==> src/rtl/mouse_packet_decoder.sv <==
// PS/2 mouse packet decoder.
// Collects the 3-byte (standard) or 4-byte (IntelliMouse) packet stream from
// the byte receiver. It keeps an absolute cursor position that is scaled by
// the sensitivity setting and clamped to the screen, then raises a one-cycle
// interrupt each time a complete packet has been applied.
module mouse_packet_decoder #(
  parameter int MAX_X   = 160,
  parameter int MAX_Y   = 120,
  parameter int TIMEOUT = 2_000_000
) (
  input  logic       clk,
  input  logic       rst_n,
  input  logic [7:0] byte_in,
  input  logic       byte_valid,
  input  logic       byte_error,
  input  logic       intellimouse,
  input  logic       inc_sens,
  input  logic       red_sens,
  output logic [5:0] mouse_status,
  output logic [7:0] mouse_x,
  output logic [7:0] mouse_y,
  output logic [2:0] mouse_z,
  output logic [1:0] sensitivity,
  output logic [3:0] pkt_errors,
  output logic       send_interrupt
);

  localparam logic [20:0]        TIMER_LAST = 21'(TIMEOUT - 1);
  localparam logic [7:0]         X_RESET    = 8'(MAX_X / 2);
  localparam logic [7:0]         Y_RESET    = 8'(MAX_Y / 2);
  localparam logic [7:0]         X_TOP      = 8'(MAX_X - 1);
  localparam logic [7:0]         Y_TOP      = 8'(MAX_Y - 1);
  localparam logic signed [12:0] X_HI       = 13'(MAX_X - 1);
  localparam logic signed [12:0] Y_HI       = 13'(MAX_Y - 1);

  typedef enum logic [2:0] {
    WAIT_B0,
    WAIT_B1,
    WAIT_B2,
    WAIT_B3,
    UPDATE
  } state_t;

  state_t      state_q, state_d;
  // Packed status: {Yovf, Xovf, Ysign, Xsign, R, L}
  logic [5:0]  pkt_status_q, pkt_status_d;
  logic [7:0]  dx_q, dx_d;
  logic [7:0]  dy_q, dy_d;
  logic [2:0]  z_q, z_d;
  logic        four_byte_q, four_byte_d;
  logic [20:0] timer_q, timer_d;
  logic [1:0]  sens_q, sens_d;
  logic [3:0]  pkt_errors_q, pkt_errors_d;
  logic [5:0]  status_out_q, status_out_d;
  logic [7:0]  x_q, x_d;
  logic [7:0]  y_q, y_d;
  logic [2:0]  mouse_z_q, mouse_z_d;
  logic        irq_q, irq_d;
  logic        drop;

  logic signed [11:0] dx_ext, dy_ext, sdx, sdy;
  logic signed [12:0] x_sum, y_sum;
  logic [7:0]         x_clamped, y_clamped;

  function automatic logic signed [11:0] scale_delta(input logic signed [11:0] d,
                                                     input logic [1:0] sens);
    case (sens)
      2'd0:    scale_delta = d >>> 1;
      2'd1:    scale_delta = d;
      2'd2:    scale_delta = d <<< 1;
      default: scale_delta = d <<< 2;
    endcase
  endfunction

  // Sign-extend, overflow-mask and scale the latched deltas, then clamp the new position
  always_comb begin
    dx_ext = pkt_status_q[4] ? 12'sd0 : {{4{pkt_status_q[2]}}, dx_q};
    dy_ext = pkt_status_q[5] ? 12'sd0 : {{4{pkt_status_q[3]}}, dy_q};
    sdx    = scale_delta(dx_ext, sens_q);
    sdy    = scale_delta(dy_ext, sens_q);
    x_sum  = $signed({5'b0, x_q}) + $signed({sdx[11], sdx});
    y_sum  = $signed({5'b0, y_q}) - $signed({sdy[11], sdy});
    if (x_sum < 13'sd0)     x_clamped = 8'd0;
    else if (x_sum > X_HI)  x_clamped = X_TOP;
    else                    x_clamped = x_sum[7:0];
    if (y_sum < 13'sd0)     y_clamped = 8'd0;
    else if (y_sum > Y_HI)  y_clamped = Y_TOP;
    else                    y_clamped = y_sum[7:0];
  end

  // Sensitivity steps every cycle; both requests at once cancel out
  always_comb begin
    sens_d = sens_q;
    if (inc_sens && !red_sens && sens_q != 2'd3) sens_d = sens_q + 2'd1;
    if (red_sens && !inc_sens && sens_q != 2'd0) sens_d = sens_q - 2'd1;
  end

  // Packet assembly FSM: byte capture, drop on error/timeout, and output update
  always_comb begin
    state_d      = state_q;
    pkt_status_d = pkt_status_q;
    dx_d         = dx_q;
    dy_d         = dy_q;
    z_d          = z_q;
    four_byte_d  = four_byte_q;
    timer_d      = timer_q;
    pkt_errors_d = pkt_errors_q;
    status_out_d = status_out_q;
    x_d          = x_q;
    y_d          = y_q;
    mouse_z_d    = mouse_z_q;
    irq_d        = 1'b0;
    drop         = 1'b0;
    case (state_q)
      WAIT_B0, UPDATE: begin
        timer_d = '0;
        if (state_q == UPDATE) begin
          status_out_d = pkt_status_q;
          x_d          = x_clamped;
          y_d          = y_clamped;
          mouse_z_d    = four_byte_q ? z_q : 3'd0;
          irq_d        = 1'b1;
          state_d      = WAIT_B0;
        end
        // A byte without bit3 set cannot be a status byte, so it is skipped to resync
        if (byte_valid && byte_in[3]) begin
          pkt_status_d = {byte_in[7:4], byte_in[1:0]};
          four_byte_d  = intellimouse;
          state_d      = WAIT_B1;
        end
      end
      WAIT_B1, WAIT_B2, WAIT_B3: begin
        if (byte_error) begin
          drop = 1'b1;
        end else if (byte_valid) begin
          timer_d = '0;
          case (state_q)
            WAIT_B1: begin
              dx_d    = byte_in;
              state_d = WAIT_B2;
            end
            WAIT_B2: begin
              dy_d    = byte_in;
              state_d = four_byte_q ? WAIT_B3 : UPDATE;
            end
            default: begin
              z_d     = byte_in[2:0];
              state_d = UPDATE;
            end
          endcase
        end else if (timer_q == TIMER_LAST) begin
          drop = 1'b1;
        end else begin
          timer_d = timer_q + 21'd1;
        end
        if (drop) begin
          state_d = WAIT_B0;
          timer_d = '0;
          if (pkt_errors_q != 4'hF) pkt_errors_d = pkt_errors_q + 4'd1;
        end
      end
      default: state_d = WAIT_B0;
    endcase
  end

  // State and output registers; reset abandons any partial packet at once
  always_ff @(posedge clk or negedge rst_n) begin
    if (!rst_n) begin
      state_q      <= WAIT_B0;
      pkt_status_q <= '0;
      dx_q         <= '0;
      dy_q         <= '0;
      z_q          <= '0;
      four_byte_q  <= 1'b0;
      timer_q      <= '0;
      sens_q       <= 2'd1;
      pkt_errors_q <= '0;
      status_out_q <= '0;
      x_q          <= X_RESET;
      y_q          <= Y_RESET;
      mouse_z_q    <= '0;
      irq_q        <= 1'b0;
    end else begin
      state_q      <= state_d;
      pkt_status_q <= pkt_status_d;
      dx_q         <= dx_d;
      dy_q         <= dy_d;
      z_q          <= z_d;
      four_byte_q  <= four_byte_d;
      timer_q      <= timer_d;
      sens_q       <= sens_d;
      pkt_errors_q <= pkt_errors_d;
      status_out_q <= status_out_d;
      x_q          <= x_d;
      y_q          <= y_d;
      mouse_z_q    <= mouse_z_d;
      irq_q        <= irq_d;
    end
  end

  assign mouse_status   = status_out_q;
  assign mouse_x        = x_q;
  assign mouse_y        = y_q;
  assign mouse_z        = mouse_z_q;
  assign sensitivity    = sens_q;
  assign pkt_errors     = pkt_errors_q;
  assign send_interrupt = irq_q;

endmodule

==> config.mk <==
export PLATFORM = sky130hd
export DESIGN_NAME = mouse_packet_decoder
export DESIGN_NICKNAME = d
export VERILOG_FILES = /design/src/rtl/mouse_packet_decoder.sv
export SDC_FILE = /design/constraint.sdc
export NUM_CORES = 1
export LEC_CHECK = 0
export BUFFER_PORTS_ARGS = -buffer_cell sky130_fd_sc_hd__buf_2
export CELL_PAD_IN_SITES_DETAIL_PLACEMENT = 1
export CELL_PAD_IN_SITES_GLOBAL_PLACEMENT = 2
export CORE_MARGIN = 4
export CORE_UTILIZATION = 25
export CTS_BUF_LIST = sky130_fd_sc_hd__clkbuf_8 sky130_fd_sc_hd__clkbuf_16
export CTS_CLUSTER_SIZE = 28
export DETAILED_ROUTE_END_ITERATION = 16
export HOLD_SLACK_MARGIN = 0.03
export PLACE_DENSITY = 0.71
export SETUP_SLACK_MARGIN = 0.4
export SYNTH_ARGS = -nofsm -noshare
export SYNTH_HDL_FRONTEND = slang
export SYNTH_SLANG_ARGS = --single-unit
==> constraint.sdc <==
create_clock -name clk -period 3.7 [get_ports clk]
set_clock_uncertainty 0.05 [all_clocks]
set_input_delay 0.185 -clock clk [delete_from_list [all_inputs] [get_ports clk]]
set_output_delay 0.185 -clock clk [all_outputs]
set_load 0.01 [all_outputs]
==> results.yml <==
die:
  coreArea_um2: 19400
  io_pins: 47
  die-area_um2: 22000
  die_x_um: 148
  rows: 51
  die_h_um: 148
  start_util_pct: 25.4
synth:
  ys_types: 61
  yosys_most_used_dff: "dfrtp_1"
  synth_area_um2: 4930
  synth_seq_area_share_pct: 41.8
  synth_seq_cells: 82
  avgSynthCellArea_um2: 9.47
  ys_async_sr_fraction_pct: 100
  yosysWarnings: 0
  syn_nets: 561
  synth_cells: 520
  synth_edf_count: 0
placed_design:
  dp_hpwl_mm: 9.92
  place_congestion: 0.792
  portBuffers: 46
  place_area_um2: 5550
clocking:
  cts_buffer_depth: 2
  cts.sinks: 82
  cts_max_level: 3
  cts_made_buffers: 9
  cts_tree: "yes"
  cts_root_buffer: "clkbuf_16"
  clk_pin_slew_worst_paths_ns: 0.06
  clk_latency_ns: 0.34
worst_setup_path:
  critPathRequiredTime_ns: 3.87
  crit_fanout: 18
  arrival_ns: 3.59
  cpPeakStageDelay_ns: 0.59
  cp-start-kind: "register"
  r2r_cells: 12
  crit_chain: "ha_1 > buf_4 > a311o_1 > inv_1 > fa_2 > and2b_1 > o2111ai_2 > and3_4 > or4_4 > o211ai_2 > o211a_4 > a31oi_1"
  endpoint_kind: "register"
  r2r_slack_ns: 0.28
  critPathKind: "reg -> reg"
  cp_slowest_cell: "dfstp_2"
layout:
  final.fill_count: 2268
  areaGrowthSynthToFinish_pct: 26.0
  antennaDiodeCount: 0
  seqCellArea_um2: 2060
  nNetsFinal: 626
  multiInputGateArea_um2: 2920
  drive_above_1_share_pct: 28.0
  finalInstanceArea_um2: 6210
sta:
  fin_tns_setup_ns: 0
  hold_slack_ns: -0.0106
  rsz0062_at_grt: "yes"
  post-route-min-period_ns: 3.42
  fmax_mhz: 293
  period_share_pct: 92.4
  setup_viol: 0
  hold_viol: 22
  maxSlewViolCount: 0
  worstMarginPinSlew_ns: 1.06
  slew_headroom_pct: 29.1
power_and_ir_drop:
  peakVddDrop_mv: 0.256
  p_leak_nw: 2.75
  power_density_nw_per_um2: 851
global_route:
  grt_pass1_wl_mm: 23.6
  grt_max_degree: 83
  overflow: 0
  grtUsageTotal_pct: 13.3
  antenna_found_initial: 1
  grt_pass1_vias: 4474
outcome:
  failed_checks: "hold timing"
  status: "complete, but fails checks"
route:
  drt_iter0_drc: 158
  drc: 0
  num_vias: 4146
  wire_per_inst_um: 16.2
  totalWireLength_mm: 13.9
  post_drt_via_cell_ratio: 4.85
  drtPass1Iterations: 5
  ant_nets: 0
job:
  drv_cap: 0
hold_path:
  hp-class: "in -> async"
## state kept, by name, summed over array words and instances, names as in the netlist
register / flops
send_interrupt: 1
pkt_status_q: 6
pkt_errors: 4
z_q: 3
mouse_z: 3
four_byte_q: 1
dx_q: 8
state_q: 3
mouse_status: 6
dy_q: 8
timer_q: 21
mouse_x: 8
mouse_y: 8
sensitivity: 2
## path summary, 6_finish.rpt
| check | end | startpoint |
|---|---|---|
| hold reg to reg | mouse_status[0]$_DFFE_PN0P_ | pkt_status_q[0]$_DFFE_PN0P_ |
| setup / recovery | mouse_y[6]$_DFFE_PN0P_ | sensitivity[0]$_DFFE_PN1P_ |
| max in group asynchronous | sensitivity[1]$_DFFE_PN0P_ | rst_n |
| hold / removal | timer_q[5]$_DFFE_PN0P_ | rst_n |
| setup reg to reg | mouse_y[6]$_DFFE_PN0P_ | sensitivity[0]$_DFFE_PN1P_ |
| min in group clk | four_byte_q$_DFFE_PN0P_ | intellimouse |
## report_power, final
group,total (mW),internal (mW),leakage (nW),switching [mW]
Sequential,1.47,1.16,1.06,0.310
Clock,1.03,0.654,0.168,0.378
Combinational,2.78,1.33,1.52,1.46
Total,5.28,3.14,2.75,2.14
## through the flow
| stage | util [%] | instances | setup WS (ns) | power [mW] |
|---|---|---|---|---|
| finish | 32.0 | 855 | 0.283 | 5.28 |
| global placement | 28.6 | 821 | 0.175 | 3.75 |
| global route | 32.0 | 855 | 0.0709 | 5.72 |
| floorplan | - | 520 | 0.190 | 3.18 |
| CTS | 31.8 | 853 | 0.268 | 5.27 |
| detailed placement | 28.6 | 821 | 0.0586 | 3.85 |
## routing by layer
layer / routed length (µm) / up-vias / global-route usage, %
met4: 190 / 2 / 4.71
met3: 405 / 12 / 2.47
met2: 6730 / 56 / 22.4
met5: 12 / - / 0
met1: 6510 / 2042 / 17.1
li1: - / 2034 / -
## Yosys cell counts, types with 5 or more instances
library cell | n | area, µm²
dfstp_2 | 7 | 184
inv_1 | 15 | 56.3
xor2_1 | 11 | 96.3
a21oi_1 | 20 | 100
nand4_1 | 5 | 31.3
o21ai_0 | 39 | 195
a21o_1 | 8 | 60.1
clkbuf_1 | 16 | 60.1
nand3_1 | 13 | 65.1
xnor2_1 | 13 | 114
nor3_1 | 12 | 60.1
a222oi_1 | 12 | 120
nor2_1 | 38 | 143
buf_2 | 5 | 25.0
a31oi_1 | 8 | 50.1
o31ai_1 | 6 | 45.0
nand2_1 | 65 | 244
dfrtp_1 | 75 | 1880
mux2_2 | 26 | 293
nor2b_1 | 7 | 43.8
nand2b_1 | 15 | 93.8
and3_1 | 11 | 68.8
ha_1 | 24 | 300
## kinds of logic (layout without fill, tap and decap cells)
group	count (synthesis)	count (layout)	share of synthesized area, %
and+or+nand+nor	189	189	18.6
AOI/OAI and AO/OA	133	133	19.0
DFF	82	82	41.8
buffers and inverters	38	108	3.02
muxes	28	28	6.35
adders and majority gates	26	26	6.91
xor gates and xnor gates	24	24	4.27
## worst max-delay path, delay by kind of cell (launching register included)
family	cells	cell delay (ns)
AND/OR/NAND/NOR	3	0.96
AO/OA/AOI/OAI	5	0.82
flip-flops	1	0.59
buffers and inverters	2	0.31
adder cells (fa/ha/maj)	2	0.57
## layout make-up
cell class                 count  area share [%]
clock buffer                   9            3.63
clock inverter                 7            1.77
inverter                      15           0.988
multi-input combinational    400            47.1
sequential                    82            33.2
tap                          265            5.34
timing repair buffer          77            7.94
## placed cells by master, fill, tap and decap left out, types with 3 or more instances in the layout
cell type / instances
a32oi_1: 4
nand4_1: 5
a21o_1: 7
o21ai_1: 5
nand2b_1: 15
nand2_1: 65
a21oi_1: 17
buf_6: 4
dfstp_2: 7
a21oi_2: 3
dfrtp_1: 74
o21ai_0: 36
o31ai_1: 6
ha_4: 4
buf_2: 45
nor2_1: 37
nor4_1: 3
bufinv_16: 3
nand3b_1: 3
and3_1: 9
inv_1: 15
nor2b_1: 6
ha_2: 5
xor2_1: 11
ha_1: 15
a22o_1: 3
buf_4: 27
xnor2_1: 12
clkbuf_16: 9
nand3_1: 13
o22ai_1: 3
mux2_2: 26
nor3_1: 10
a31oi_1: 7
a222oi_1: 12
## repair_timing
action / 4_1_cts / 5_1_grt
setup buffers: 16 / 2
endpoints found under the setup margin: 15 / 15
hold buffers: 0 / 0
resized for setup: 31 / 7
pin swaps: 21 / 16
Power figures use the tool's default switching activity.
